==> src/rtl/core_pkg.sv <==
// Shared RV32I core definitions: opcodes, decode enums, the decode->execute
// bundle and small decode helpers.
package core_pkg;

  localparam logic [6:0] OPC_LUI      = 7'b0110111;
  localparam logic [6:0] OPC_AUIPC    = 7'b0010111;
  localparam logic [6:0] OPC_JAL      = 7'b1101111;
  localparam logic [6:0] OPC_JALR     = 7'b1100111;
  localparam logic [6:0] OPC_BRANCH   = 7'b1100011;
  localparam logic [6:0] OPC_LOAD     = 7'b0000011;
  localparam logic [6:0] OPC_STORE    = 7'b0100011;
  localparam logic [6:0] OPC_OP_IMM   = 7'b0010011;
  localparam logic [6:0] OPC_OP       = 7'b0110011;
  localparam logic [6:0] OPC_MISC_MEM = 7'b0001111;
  localparam logic [6:0] OPC_SYSTEM   = 7'b1110011;

  localparam logic [31:0] NOP_INSTR = 32'h0000_0013;

  typedef enum logic [3:0] {
    ALU_ADD   = 4'd0,
    ALU_SUB   = 4'd1,
    ALU_SLL   = 4'd2,
    ALU_SLT   = 4'd3,
    ALU_SLTU  = 4'd4,
    ALU_XOR   = 4'd5,
    ALU_SRL   = 4'd6,
    ALU_SRA   = 4'd7,
    ALU_OR    = 4'd8,
    ALU_AND   = 4'd9,
    ALU_PASSB = 4'd10
  } alu_op_e;

  typedef enum logic [1:0] {
    WB_ALU = 2'd0,
    WB_MEM = 2'd1,
    WB_PC4 = 2'd2
  } wb_sel_e;

  typedef enum logic [2:0] {
    IMM_NONE,
    IMM_I,
    IMM_S,
    IMM_B,
    IMM_U,
    IMM_J
  } imm_type_e;

  typedef struct packed {
    logic        valid;
    logic [31:0] pc;
    logic [31:0] pcplus;
    logic [31:0] rs1_data;
    logic [31:0] rs2_data;
    logic [31:0] imm;
    logic [4:0]  rs1;
    logic [4:0]  rs2;
    logic [4:0]  rd;
    alu_op_e     alu_op;
    logic [1:0]  alu_src;
    logic        mem_read;
    logic        mem_write;
    logic [2:0]  mem_size;
    logic        reg_write;
    wb_sel_e     wb_sel;
    logic        branch;
    logic        jump;
    logic        illegal;
  } ex_bundle_t;

  function automatic logic [31:0] gen_imm(input logic [31:0] instr, input imm_type_e t);
    case (t)
      IMM_I:   gen_imm = {{20{instr[31]}}, instr[31:20]};
      IMM_S:   gen_imm = {{20{instr[31]}}, instr[31:25], instr[11:7]};
      IMM_B:   gen_imm = {{19{instr[31]}}, instr[31], instr[7], instr[30:25], instr[11:8], 1'b0};
      IMM_U:   gen_imm = {instr[31:12], 12'b0};
      IMM_J:   gen_imm = {{11{instr[31]}}, instr[31], instr[19:12], instr[20], instr[30:21], 1'b0};
      default: gen_imm = '0;
    endcase
  endfunction

  // alt selects SUB over ADD and SRA over SRL (instr bit 30)
  function automatic alu_op_e alu_from_f3(input logic [2:0] f3, input logic alt);
    case (f3)
      3'b000:  alu_from_f3 = alt ? ALU_SUB : ALU_ADD;
      3'b001:  alu_from_f3 = ALU_SLL;
      3'b010:  alu_from_f3 = ALU_SLT;
      3'b011:  alu_from_f3 = ALU_SLTU;
      3'b100:  alu_from_f3 = ALU_XOR;
      3'b101:  alu_from_f3 = alt ? ALU_SRA : ALU_SRL;
      3'b110:  alu_from_f3 = ALU_OR;
      default: alu_from_f3 = ALU_AND;
    endcase
  endfunction

endpackage

==> src/rtl/reg_file.sv <==
// 32x32 integer register file: two read ports with write-through bypass,
// one write port, x0 hardwired to zero.
module reg_file (
  input  logic        clk_i,
  input  logic        rst_ni,
  input  logic [4:0]  rs1,
  input  logic [4:0]  rs2,
  output logic [31:0] rs1_data,
  output logic [31:0] rs2_data,
  input  logic        we,
  input  logic [4:0]  wr_addr,
  input  logic [31:0] wr_data
);

  logic [31:0] regs [32];

  always_ff @(posedge clk_i or negedge rst_ni) begin
    if (!rst_ni) begin
      for (int i = 0; i < 32; i++) regs[i] <= '0;
    end else if (we && wr_addr != 5'd0) begin
      regs[wr_addr] <= wr_data;
    end
  end

  always_comb begin
    rs1_data = '0;
    rs2_data = '0;
    if (rs1 != 5'd0) rs1_data = (we && wr_addr == rs1) ? wr_data : regs[rs1];
    if (rs2 != 5'd0) rs2_data = (we && wr_addr == rs2) ? wr_data : regs[rs2];
  end

endmodule

==> src/rtl/decode_stage.sv <==
// RV32I decode stage: decodes fetch output, reads operands, detects load-use
// hazards and registers one bundle per cycle. DECODE_ILLEGAL_TRAP_EN flags illegal words.
module decode_stage
  import core_pkg::*;
#(
  parameter logic [31:0] BOOT_ADDR = 32'h0000_0000
) (
  input  logic        clk_i,
  input  logic        rst_ni,
  input  logic [31:0] fetch_instr_i,
  input  logic [31:0] fetch_pc_i,
  input  logic [31:0] fetch_pcplus_i,
  output logic        fetch_ready_o,
  input  logic        br_taken_i,
  input  logic        wb_we_i,
  input  logic [4:0]  wb_rd_i,
  input  logic [31:0] wb_data_i,
  input  logic        ex_ready_i,
  output logic        ex_valid_o,
  output logic [31:0] ex_pc_o,
  output logic [31:0] ex_pcplus_o,
  output logic [31:0] ex_rs1_data_o,
  output logic [31:0] ex_rs2_data_o,
  output logic [31:0] ex_imm_o,
  output logic [4:0]  ex_rs1_o,
  output logic [4:0]  ex_rs2_o,
  output logic [4:0]  ex_rd_o,
  output logic [3:0]  ex_alu_op_o,
  output logic [1:0]  ex_alu_src_o,
  output logic        ex_mem_read_o,
  output logic        ex_mem_write_o,
  output logic [2:0]  ex_mem_size_o,
  output logic        ex_reg_write_o,
  output logic [1:0]  ex_wb_sel_o,
  output logic        ex_branch_o,
  output logic        ex_jump_o,
  output logic        ex_illegal_o
);

`ifdef DECODE_ILLEGAL_TRAP_EN
  localparam logic TRAP_EN = 1'b1;
`else
  localparam logic TRAP_EN = 1'b0;
`endif

  logic [6:0]  raw_opc;
  logic [2:0]  raw_f3;
  logic [6:0]  raw_f7;
  logic        illegal_raw;
  logic [31:0] instr;
  logic [2:0]  f3;

  imm_type_e   imm_type;
  alu_op_e     alu_op;
  wb_sel_e     wb_sel;
  logic [1:0]  alu_src;
  logic        use_rs1, use_rs2, use_rd;
  logic        mem_read, mem_write, branch, jump;
  logic [4:0]  rs1_idx, rs2_idx, rd_idx;
  logic [31:0] rs1_data, rs2_data;
  logic        hazard;

  ex_bundle_t  d, q;

  assign raw_opc = fetch_instr_i[6:0];
  assign raw_f3  = fetch_instr_i[14:12];
  assign raw_f7  = fetch_instr_i[31:25];

  // Opcodes with non-11 low bits never match a case item, so they land in default.
  always_comb begin
    illegal_raw = 1'b0;
    case (raw_opc)
      OPC_LUI, OPC_AUIPC, OPC_JAL, OPC_MISC_MEM, OPC_SYSTEM: illegal_raw = 1'b0;
      OPC_JALR:   illegal_raw = (raw_f3 != 3'b000);
      OPC_BRANCH: illegal_raw = (raw_f3 == 3'b010) || (raw_f3 == 3'b011);
      OPC_LOAD:   illegal_raw = (raw_f3 == 3'b011) || (raw_f3 == 3'b110) || (raw_f3 == 3'b111);
      OPC_STORE:  illegal_raw = (raw_f3 > 3'b010);
      OPC_OP_IMM: illegal_raw = (raw_f3 == 3'b001 && raw_f7 != 7'b0000000) ||
                                (raw_f3 == 3'b101 && raw_f7 != 7'b0000000 && raw_f7 != 7'b0100000);
      OPC_OP:     illegal_raw = !(raw_f7 == 7'b0000000 ||
                                  (raw_f7 == 7'b0100000 && (raw_f3 == 3'b000 || raw_f3 == 3'b101)));
      default:    illegal_raw = 1'b1;
    endcase
  end

  // Everything that must behave as a NOP is decoded as the canonical NOP word.
  assign instr = (illegal_raw || raw_opc == OPC_MISC_MEM || raw_opc == OPC_SYSTEM) ? NOP_INSTR
                                                                                   : fetch_instr_i;
  assign f3 = instr[14:12];

  always_comb begin
    imm_type  = IMM_NONE;
    alu_op    = ALU_ADD;
    alu_src   = 2'b00;
    wb_sel    = WB_ALU;
    use_rs1   = 1'b0;
    use_rs2   = 1'b0;
    use_rd    = 1'b0;
    mem_read  = 1'b0;
    mem_write = 1'b0;
    branch    = 1'b0;
    jump      = 1'b0;
    case (instr[6:0])
      OPC_LUI: begin
        imm_type = IMM_U; alu_op = ALU_PASSB; alu_src = 2'b10; use_rd = 1'b1;
      end
      OPC_AUIPC: begin
        imm_type = IMM_U; alu_src = 2'b11; use_rd = 1'b1;
      end
      OPC_JAL: begin
        imm_type = IMM_J; alu_src = 2'b11; use_rd = 1'b1; jump = 1'b1; wb_sel = WB_PC4;
      end
      OPC_JALR: begin
        imm_type = IMM_I; alu_src = 2'b10; use_rs1 = 1'b1; use_rd = 1'b1;
        jump = 1'b1; wb_sel = WB_PC4;
      end
      OPC_BRANCH: begin
        imm_type = IMM_B; use_rs1 = 1'b1; use_rs2 = 1'b1; branch = 1'b1;
        case (f3[2:1])
          2'b00:   alu_op = ALU_SUB;
          2'b10:   alu_op = ALU_SLT;
          default: alu_op = ALU_SLTU;
        endcase
      end
      OPC_LOAD: begin
        imm_type = IMM_I; alu_src = 2'b10; use_rs1 = 1'b1; use_rd = 1'b1;
        mem_read = 1'b1; wb_sel = WB_MEM;
      end
      OPC_STORE: begin
        imm_type = IMM_S; alu_src = 2'b10; use_rs1 = 1'b1; use_rs2 = 1'b1; mem_write = 1'b1;
      end
      OPC_OP_IMM: begin
        imm_type = IMM_I; alu_src = 2'b10; use_rs1 = 1'b1; use_rd = 1'b1;
        alu_op = alu_from_f3(f3, f3 == 3'b101 && instr[30]);
      end
      OPC_OP: begin
        use_rs1 = 1'b1; use_rs2 = 1'b1; use_rd = 1'b1;
        alu_op = alu_from_f3(f3, instr[30]);
      end
      default: ;
    endcase
  end

  // Unused index fields are zeroed so they cannot match a hazard or forwarding compare.
  assign rs1_idx = use_rs1 ? instr[19:15] : 5'd0;
  assign rs2_idx = use_rs2 ? instr[24:20] : 5'd0;
  assign rd_idx  = use_rd  ? instr[11:7]  : 5'd0;

  reg_file u_reg_file (
    .clk_i    (clk_i),
    .rst_ni   (rst_ni),
    .rs1      (rs1_idx),
    .rs2      (rs2_idx),
    .rs1_data (rs1_data),
    .rs2_data (rs2_data),
    .we       (wb_we_i),
    .wr_addr  (wb_rd_i),
    .wr_data  (wb_data_i)
  );

  assign hazard = q.valid && q.mem_read && (q.rd != 5'd0) &&
                  ((rs1_idx == q.rd) || (rs2_idx == q.rd));
  assign fetch_ready_o = ex_ready_i && !hazard;

  always_comb begin
    d           = '0;
    d.valid     = 1'b1;
    d.pc        = fetch_pc_i;
    d.pcplus    = fetch_pcplus_i;
    d.rs1_data  = rs1_data;
    d.rs2_data  = rs2_data;
    d.imm       = gen_imm(instr, imm_type);
    d.rs1       = rs1_idx;
    d.rs2       = rs2_idx;
    d.rd        = rd_idx;
    d.alu_op    = alu_op;
    d.alu_src   = alu_src;
    d.mem_read  = mem_read;
    d.mem_write = mem_write;
    d.mem_size  = (mem_read || mem_write) ? f3 : 3'b000;
    d.reg_write = use_rd && (rd_idx != 5'd0);
    d.wb_sel    = wb_sel;
    d.branch    = branch;
    d.jump      = jump;
    d.illegal   = TRAP_EN && illegal_raw;
  end

  always_ff @(posedge clk_i or negedge rst_ni) begin
    if (!rst_ni) begin
      q    <= '0;
      q.pc <= BOOT_ADDR;
    end else if (br_taken_i) begin
      q <= '0;
    end else if (ex_ready_i) begin
      q <= hazard ? '0 : d;
    end
  end

  assign ex_valid_o     = q.valid;
  assign ex_pc_o        = q.pc;
  assign ex_pcplus_o    = q.pcplus;
  assign ex_rs1_data_o  = q.rs1_data;
  assign ex_rs2_data_o  = q.rs2_data;
  assign ex_imm_o       = q.imm;
  assign ex_rs1_o       = q.rs1;
  assign ex_rs2_o       = q.rs2;
  assign ex_rd_o        = q.rd;
  assign ex_alu_op_o    = q.alu_op;
  assign ex_alu_src_o   = q.alu_src;
  assign ex_mem_read_o  = q.mem_read;
  assign ex_mem_write_o = q.mem_write;
  assign ex_mem_size_o  = q.mem_size;
  assign ex_reg_write_o = q.reg_write;
  assign ex_wb_sel_o    = q.wb_sel;
  assign ex_branch_o    = q.branch;
  assign ex_jump_o      = q.jump;
  assign ex_illegal_o   = q.illegal;

endmodule

==> config.mk <==
export PLATFORM = sky130hd
export DESIGN_NAME = decode_stage
export DESIGN_NICKNAME = d
export VERILOG_FILES = /design/src/rtl/core_pkg.sv /design/src/rtl/reg_file.sv /design/src/rtl/decode_stage.sv
export SDC_FILE = /design/constraint.sdc
export NUM_CORES = 2
export LEC_CHECK = 0
export CORE_ASPECT_RATIO = 1.25
export CORE_MARGIN = 5
export CORE_UTILIZATION = 45
export DETAILED_ROUTE_END_ITERATION = 10
export SETUP_SLACK_MARGIN = 0.02
export SYNTH_ARGS = -nofsm -noshare
export SYNTH_HDL_FRONTEND = slang
export SYNTH_SLANG_ARGS = --single-unit
==> constraint.sdc <==
create_clock -name clk_i -period 8.9 [get_ports clk_i]
set_input_delay 1.78 -clock clk_i [delete_from_list [all_inputs] [get_ports clk_i]]
set_output_delay 1.78 -clock clk_i [all_outputs]
set_load 0.02 [all_outputs]
### Word-level counts from Yosys, hierarchy flattened

Index checks and enable logic that the tools add are counted.

* register bits after elaboration: 1217
* output and inout port bits: 194
* logic and storage cells: 191
* input bits: 138

* mux-type cells: 41
* magnitude comparators: 5
* eq/ne operators: 44
* reductions and logical operators: 47
* bitwise operators: 3

Operators by type and width (count)
* 1024-bit bitwise mux: 1
* 193-bit two-way mux: 3
* 32-bit binary-select mux with 5-bit select: 2
* 32-bit two-way mux: 10
* 32-bit demux with 5-bit select: 1
* 32-bit one-hot mux with 5 select lines: 1
* 4-bit one-hot mux with 7 select lines: 2
* 7-bit by 6-bit == test with 1-bit output (second input constant): 7
* 7-bit == test (second input constant): 7
* 7-bit by 5-bit == test with 1-bit output (second input constant): 4
* 5-bit nonzero test: 5
* 3-bit == test (second input constant): 8
* 5-bit == test: 4
* 3-bit by 2-bit == test with 1-bit output (second input constant): 6
* 6-bit >= comparator (second input constant): 3
* 5-bit NOT with 6-bit output: 3
* 4-bit one-hot mux with 4 select lines: 1
* 5-bit two-way mux: 3
* 3-bit one-hot mux with 5 select lines: 1
* 7-bit by 2-bit == test with 1-bit output (second input constant): 2
* 1-bit logical AND: 14
* 1-bit two-way mux: 11
* 1-bit logical OR: 10
* 5-bit OR reduction: 2
* 21 further kinds: 29

### Logic depth before layout (Yosys ltp)

* word-level depth: 22
* depth in mapped cells: 16
* depth with buffers taken out: 11

### Cells and area by module

Synthesis repeated with hierarchy kept, for this count alone.

* cells, all modules: 4606
* area total of the unflattened synthesis: 64016.4 µm²

Modules (own cells, without submodules)
* reg_file: sequential area each 25624.6 µm², times used 1, area each 55967.4 µm², cells each 3954
* decode_stage: sequential area each 4779.6 µm², times used 1, area each 8049.0 µm², cells each 652

### Worst setup path after synthesis

Ideal clock, no wire load.

* path kind: input to output
* from: input port fetch_instr_i[2]
* to: output port fetch_ready_o
* required time: 7120 ps
* setup slack: 3384 ps
* path buffers: 2
* arrival: 3736 ps
* cell stages on the path: 10
* path through: buf_2 and4bb_2 nand2_1 a311o_2 nand2b_1 clkbuf_1 nor2_1 o2111ai_1 nand3_2 inv_2

* longest elaborated chain between the ends: 15
* elaborated cells on any way between the ends: 34
* those cells by class: eq/ne: 19; mux: 6; reduce/logical: 9

Ends and longest elaborated chain
* from (decl): RTL line decode_stage.sv:10 `input logic [31:0] fetch_instr_i,`
* 7-bit by 4-bit == test with 1-bit output, or another cell as far along: RTL line decode_stage.sv:72, decode_stage.sv:87
* 5-bit OR reduction: RTL line decode_stage.sv:72 `case (raw_opc)`
* 1-bit one-hot mux with 7 select lines: RTL line decode_stage.sv:72
* 1-bit logical OR (2 in a row): RTL line decode_stage.sv:87 `assign instr = (illegal_raw || raw_opc == OPC_MISC_MEM || raw_opc == OPC_SYSTEM) ? NOP_INSTR`
* 32-bit two-way mux (*): RTL line decode_stage.sv:87
* 7-bit by 6-bit == test with 1-bit output, or another cell as far along: RTL line decode_stage.sv:103 `case (instr[6:0])`
* 6-bit OR reduction (no line) / 3-bit OR reduction (equally long branches)
* 1-bit two-way mux: RTL line decode_stage.sv:103
* 5-bit two-way mux, on equally long branches: RTL line decode_stage.sv:145, decode_stage.sv:146
* 5-bit == test: RTL line decode_stage.sv:162 `((rs1_idx == q.rd) || (rs2_idx == q.rd));`
* 1-bit logical OR (*): RTL line decode_stage.sv:162
* 1-bit logical AND (*): RTL line decode_stage.sv:161 `assign hazard = q.valid && q.mem_read && (q.rd != 5'd0) &&`
* 1-bit logical NOT (*): RTL line decode_stage.sv:163 `assign fetch_ready_o = ex_ready_i && !hazard;`
* 1-bit logical AND (*): RTL line decode_stage.sv:163
* to (decl): RTL line decode_stage.sv:13 `output logic fetch_ready_o,`

Every way passes the cells marked *; elsewhere a longest branch is shown, timed or not.

### Worst setup path in the final report

* from: input port fetch_instr_i[5]
* to: output port fetch_ready_o

Same word-level chain as after synthesis.

==> run_summary.xml <==
<?xml version="1.0" encoding="UTF-8"?>
<metrics>
  <group name="outcome">
    <metric name="outcome" unit="">finished clean</metric>
  </group>
  <group name="final_layout">
    <metric name="finish.instance_area" unit="sq um">72600</metric>
    <metric name="fin_nets" unit="">5793</metric>
    <metric name="utilization" unit="%">51.5</metric>
    <metric name="syn_to_final_growth" unit="%">13.9</metric>
    <metric name="layout-drive-gt1-share" unit="%">26.7</metric>
  </group>
  <group name="power">
    <metric name="power_density" unit="nW/um^2">205</metric>
    <metric name="irDropWorstVdd" unit="mV">0.158</metric>
    <metric name="p_leak" unit="nW">30.2</metric>
  </group>
  <group name="grt">
    <metric name="wire_length_of_the_first_global_routing_pass" unit="um">374000</metric>
    <metric name="first_global_vias" unit="">51600</metric>
    <metric name="grt_max_degree" unit="">163</metric>
    <metric name="track_usage" unit="%">33.8</metric>
    <metric name="initial_antenna_violation_count" unit="">9</metric>
    <metric name="overflow" unit="">0</metric>
  </group>
  <group name="synthesis">
    <metric name="number_of_enable_type_register_cells_in_the_synthesized_netlist" unit="">0</metric>
    <metric name="synth_nets" unit="">5853</metric>
    <metric name="synth-async-reset-ratio" unit="%">100</metric>
    <metric name="synthesis.yosys.warnings" unit="">0</metric>
    <metric name="ys.flop_type" unit="">sky130_fd_sc_hd__dfrtp_1</metric>
    <metric name="most_frequent_cell_after_synthesis" unit="">sky130_fd_sc_hd__dfrtp_1</metric>
    <metric name="mappedNetlistArea" unit="sq um">63700</metric>
    <metric name="post-synth-top-area-cell" unit="">sky130_fd_sc_hd__dfrtp_1</metric>
    <metric name="synthCells" unit="">5715</metric>
    <metric name="netlist-cell-type-count" unit="">91</metric>
    <metric name="netlist_top_cells_count" unit="">sky130_fd_sc_hd__dfrtp_1, sky130_fd_sc_hd__mux2_2, sky130_fd_sc_hd__clkbuf_1</metric>
    <metric name="sequential_area_share_after_synthesis" unit="%">47.7</metric>
    <metric name="syn_area_per_cell" unit="sq um">11.1</metric>
    <metric name="post-synth-top-area-fraction" unit="%">47.7</metric>
    <metric name="ys_top_cells_by_area" unit="">sky130_fd_sc_hd__dfrtp_1, sky130_fd_sc_hd__mux2_2, sky130_fd_sc_hd__a221oi_1, sky130_fd_sc_hd__mux2i_1, sky130_fd_sc_hd__clkbuf_1</metric>
    <metric name="yosys_register_bits" unit="">1215</metric>
  </group>
  <group name="worst_setup_path">
    <metric name="critPathArrivalTime" unit="ps">5870</metric>
    <metric name="critical_path_type" unit="">in -&gt; out</metric>
    <metric name="setup.worst_path.start" unit="">fetch_instr_i[5]</metric>
    <metric name="crit-reg2reg-launch" unit="">ex_rd_o[2]</metric>
    <metric name="worst-path-max-fanout" unit="">17</metric>
    <metric name="endpoint_required_time_on_the_critical_path" unit="ps">7120</metric>
    <metric name="startpoint_type" unit="">input pin</metric>
    <metric name="cp-end-kind" unit="">output pin</metric>
  </group>
  <group name="clock_tree">
    <metric name="cts.htree.levels" unit="">4</metric>
    <metric name="clk_root_buffer_cell" unit="">sky130_fd_sc_hd__clkbuf_16</metric>
    <metric name="cts_resized" unit="">0</metric>
    <metric name="clk_latency" unit="ps">790</metric>
    <metric name="cts-buffers-inserted" unit="">132</metric>
    <metric name="postCtsSetupRepairBufs" unit="">0</metric>
    <metric name="cts.sink_count" unit="">1215</metric>
    <metric name="holdBufCountCts" unit="">0</metric>
    <metric name="clock_transition_at_the_registers_of_the_reported_paths" unit="ps">60</metric>
    <metric name="tritoncts" unit="">yes</metric>
    <metric name="cts-root-to-sink-buffers" unit="">3</metric>
  </group>
  <group name="sta">
    <metric name="final_worst_clock_skew" unit="ps">38.1</metric>
    <metric name="totalNegativeSetupSlack" unit="ps">0</metric>
    <metric name="final.min_clock_period" unit="ps">7650</metric>
    <metric name="final_hold_viols" unit="">0</metric>
    <metric name="max-slew-margin-rel" unit="%">11.9</metric>
    <metric name="rsz0062_at_grt" unit="">false</metric>
    <metric name="finalWorstSetupSlack" unit="ps">1250</metric>
    <metric name="tightestPinTransition" unit="ps">1320</metric>
    <metric name="final.period_utilization" unit="%">85.9</metric>
    <metric name="final_max_slew_viol_count" unit="">0</metric>
    <metric name="clock.fmax" unit="GHz">0.131</metric>
    <metric name="finalSetupViolations" unit="">0</metric>
  </group>
  <group name="hold_path">
    <metric name="min-delay-path-class" unit="">reg -&gt; reg</metric>
    <metric name="timing.hold.worst.start" unit="">u_reg_file.regs[999]</metric>
  </group>
  <group name="detailed_routing">
    <metric name="final_antenna_net_count" unit="">0</metric>
    <metric name="wirelength" unit="um">262000</metric>
    <metric name="drc" unit="">0</metric>
    <metric name="route.detailed.vias_per_inst" unit="">7.03</metric>
    <metric name="first_iter_violations" unit="">7161</metric>
    <metric name="avgRoutedWirePerCell" unit="um">34.3</metric>
    <metric name="detailed_route_via_count" unit="">53700</metric>
    <metric name="drt_pre_antenna_iters" unit="">6</metric>
  </group>
  <group name="floorplanning">
    <metric name="chipWidth" unit="um">347</metric>
    <metric name="core.rowCount" unit="">154</metric>
    <metric name="die_ar" unit="sq um">149000</metric>
    <metric name="starting_density_of_the_core" unit="%">45.2</metric>
    <metric name="die_h" unit="um">431</metric>
    <metric name="coreArea" unit="sq um">141000</metric>
    <metric name="boundaryPins" unit="">332</metric>
  </group>
  <group name="job">
    <metric name="maxCapViolCount" unit="">0</metric>
  </group>
  <group name="place">
    <metric name="placement.io_buffers" unit="">330</metric>
    <metric name="dpl_worst_slack" unit="ps">1330</metric>
    <metric name="placed_area" unit="sq um">68300</metric>
    <metric name="routabilityCongestion" unit="">0.862</metric>
    <metric name="place.detailed.hpwl" unit="um">139000</metric>
  </group>
</metrics>
final cells by class:
cell class                      count  area [sq um]
Antenna cell                       13          32.5
Fill cell                       12400         68300
Inverter                           17          63.8
Tap cell                         1872          2340
Multi-Input combinational cell   3823         30900
Timing Repair Buffer              466          4550
Clock buffer                      196          3920
Clock inverter                     36           344
Sequential cell                  1215         30400
power breakdown:
part / switching [W] / internal [W] / total [W]
Clock: 0.00237 / 0.00319 / 0.00555
Sequential: 0.000720 / 0.00643 / 0.00715
Combinational: 0.00101 / 0.00117 / 0.00218
metrics by stage:
step	hold slack, ps	power, W	std cells
6_report	418	0.0149	7638
4_1_cts	420	0.0149	7625
3_3_place_gp	402	0.00927	7393
3_5_place_dp	405	0.00937	7393
2_1_floorplan	460	0.00860	5715
5_1_grt	434	0.0154	7627
cell families after synthesis:
kind of cell | synth area share, %
compound gates | 20.6
mux | 21.4
flops | 47.7
simple gates | 5.84
buf+inv | 4.27
xor+xnor | 0.206
other cells | 0.00589
sequential cells by signal, indices dropped and copies added (netlist names), 4 cells and up:
name,flops
u_reg_file.regs,1024
ex_imm_o,32
ex_pc_o,32
ex_pcplus_o,32
ex_rs1_data_o,32
ex_rs2_data_o,32
ex_rd_o,5
ex_rs1_o,5
ex_rs2_o,5
ex_alu_op_o,4
final timing paths:
path / endpoint / cells after the start / slack, ps
worst max-delay path: fetch_ready_o / 10 / 1250
worst min-delay path: u_reg_file.regs[999] / 0 / 420
max in group asynchronous: u_reg_file.regs[302] / 2 / 6160
worst min register to register: u_reg_file.regs[999] / 0 / 420
worst max register to register: ex_rs1_data_o[30] / 9 / 5500
min in group asynchronous: ex_imm_o[15] / 1 / 990
critical path, stage by stage:
cell and delay (ps):
sky130_fd_sc_hd__clkdlybuf4s50_1 840, sky130_fd_sc_hd__nor2b_1 280, sky130_fd_sc_hd__nand4_1 390, sky130_fd_sc_hd__nand4_1 670, sky130_fd_sc_hd__nand2b_1 470, sky130_fd_sc_hd__nor2_1 100, sky130_fd_sc_hd__o2111ai_1 220, sky130_fd_sc_hd__nand3_2 230
sky130_fd_sc_hd__inv_2 210, sky130_fd_sc_hd__clkdlybuf4s50_1 650
cell usage in the layout, fill, tap and decap left out, types with 21 or more instances in the layout:
cell type / count
sky130_fd_sc_hd__o311ai_0: 44
sky130_fd_sc_hd__a22oi_1: 227
sky130_fd_sc_hd__o21ai_1: 43
sky130_fd_sc_hd__dfrtp_1: 1215
sky130_fd_sc_hd__a211oi_1: 82
sky130_fd_sc_hd__mux2_2: 1035
sky130_fd_sc_hd__nor2_4: 21
sky130_fd_sc_hd__a211o_1: 22
sky130_fd_sc_hd__a22oi_2: 39
sky130_fd_sc_hd__nand2_1: 184
sky130_fd_sc_hd__nor2b_1: 61
sky130_fd_sc_hd__a21oi_1: 276
sky130_fd_sc_hd__o21ai_0: 329
sky130_fd_sc_hd__nor2_1: 244
sky130_fd_sc_hd__clkbuf_8: 27
sky130_fd_sc_hd__a31oi_1: 36
sky130_fd_sc_hd__clkbuf_1: 32
sky130_fd_sc_hd__o211ai_1: 49
sky130_fd_sc_hd__clkbuf_16: 137
sky130_fd_sc_hd__o221ai_1: 74
sky130_fd_sc_hd__o22ai_1: 26
sky130_fd_sc_hd__clkinv_2: 24
sky130_fd_sc_hd__mux2i_1: 197
sky130_fd_sc_hd__a221oi_1: 268
sky130_fd_sc_hd__buf_4: 121
sky130_fd_sc_hd__a221o_1: 37
sky130_fd_sc_hd__nand3_1: 42
sky130_fd_sc_hd__nor3_1: 45
sky130_fd_sc_hd__a22o_1: 129
sky130_fd_sc_hd__nor4_1: 21
sky130_fd_sc_hd__nand4_1: 25
sky130_fd_sc_hd__clkdlybuf4s50_1: 325
routing by layer:
metal	vias to the layer above	share of wire, %	track usage (%)
met5	-	0.013	0
met4	6	6.4	18.7
met3	849	11	9.01
met2	3585	44	50.6
met1	27500	39	44.7
li1	21700	-	-
(Power assumes the default switching activity.)
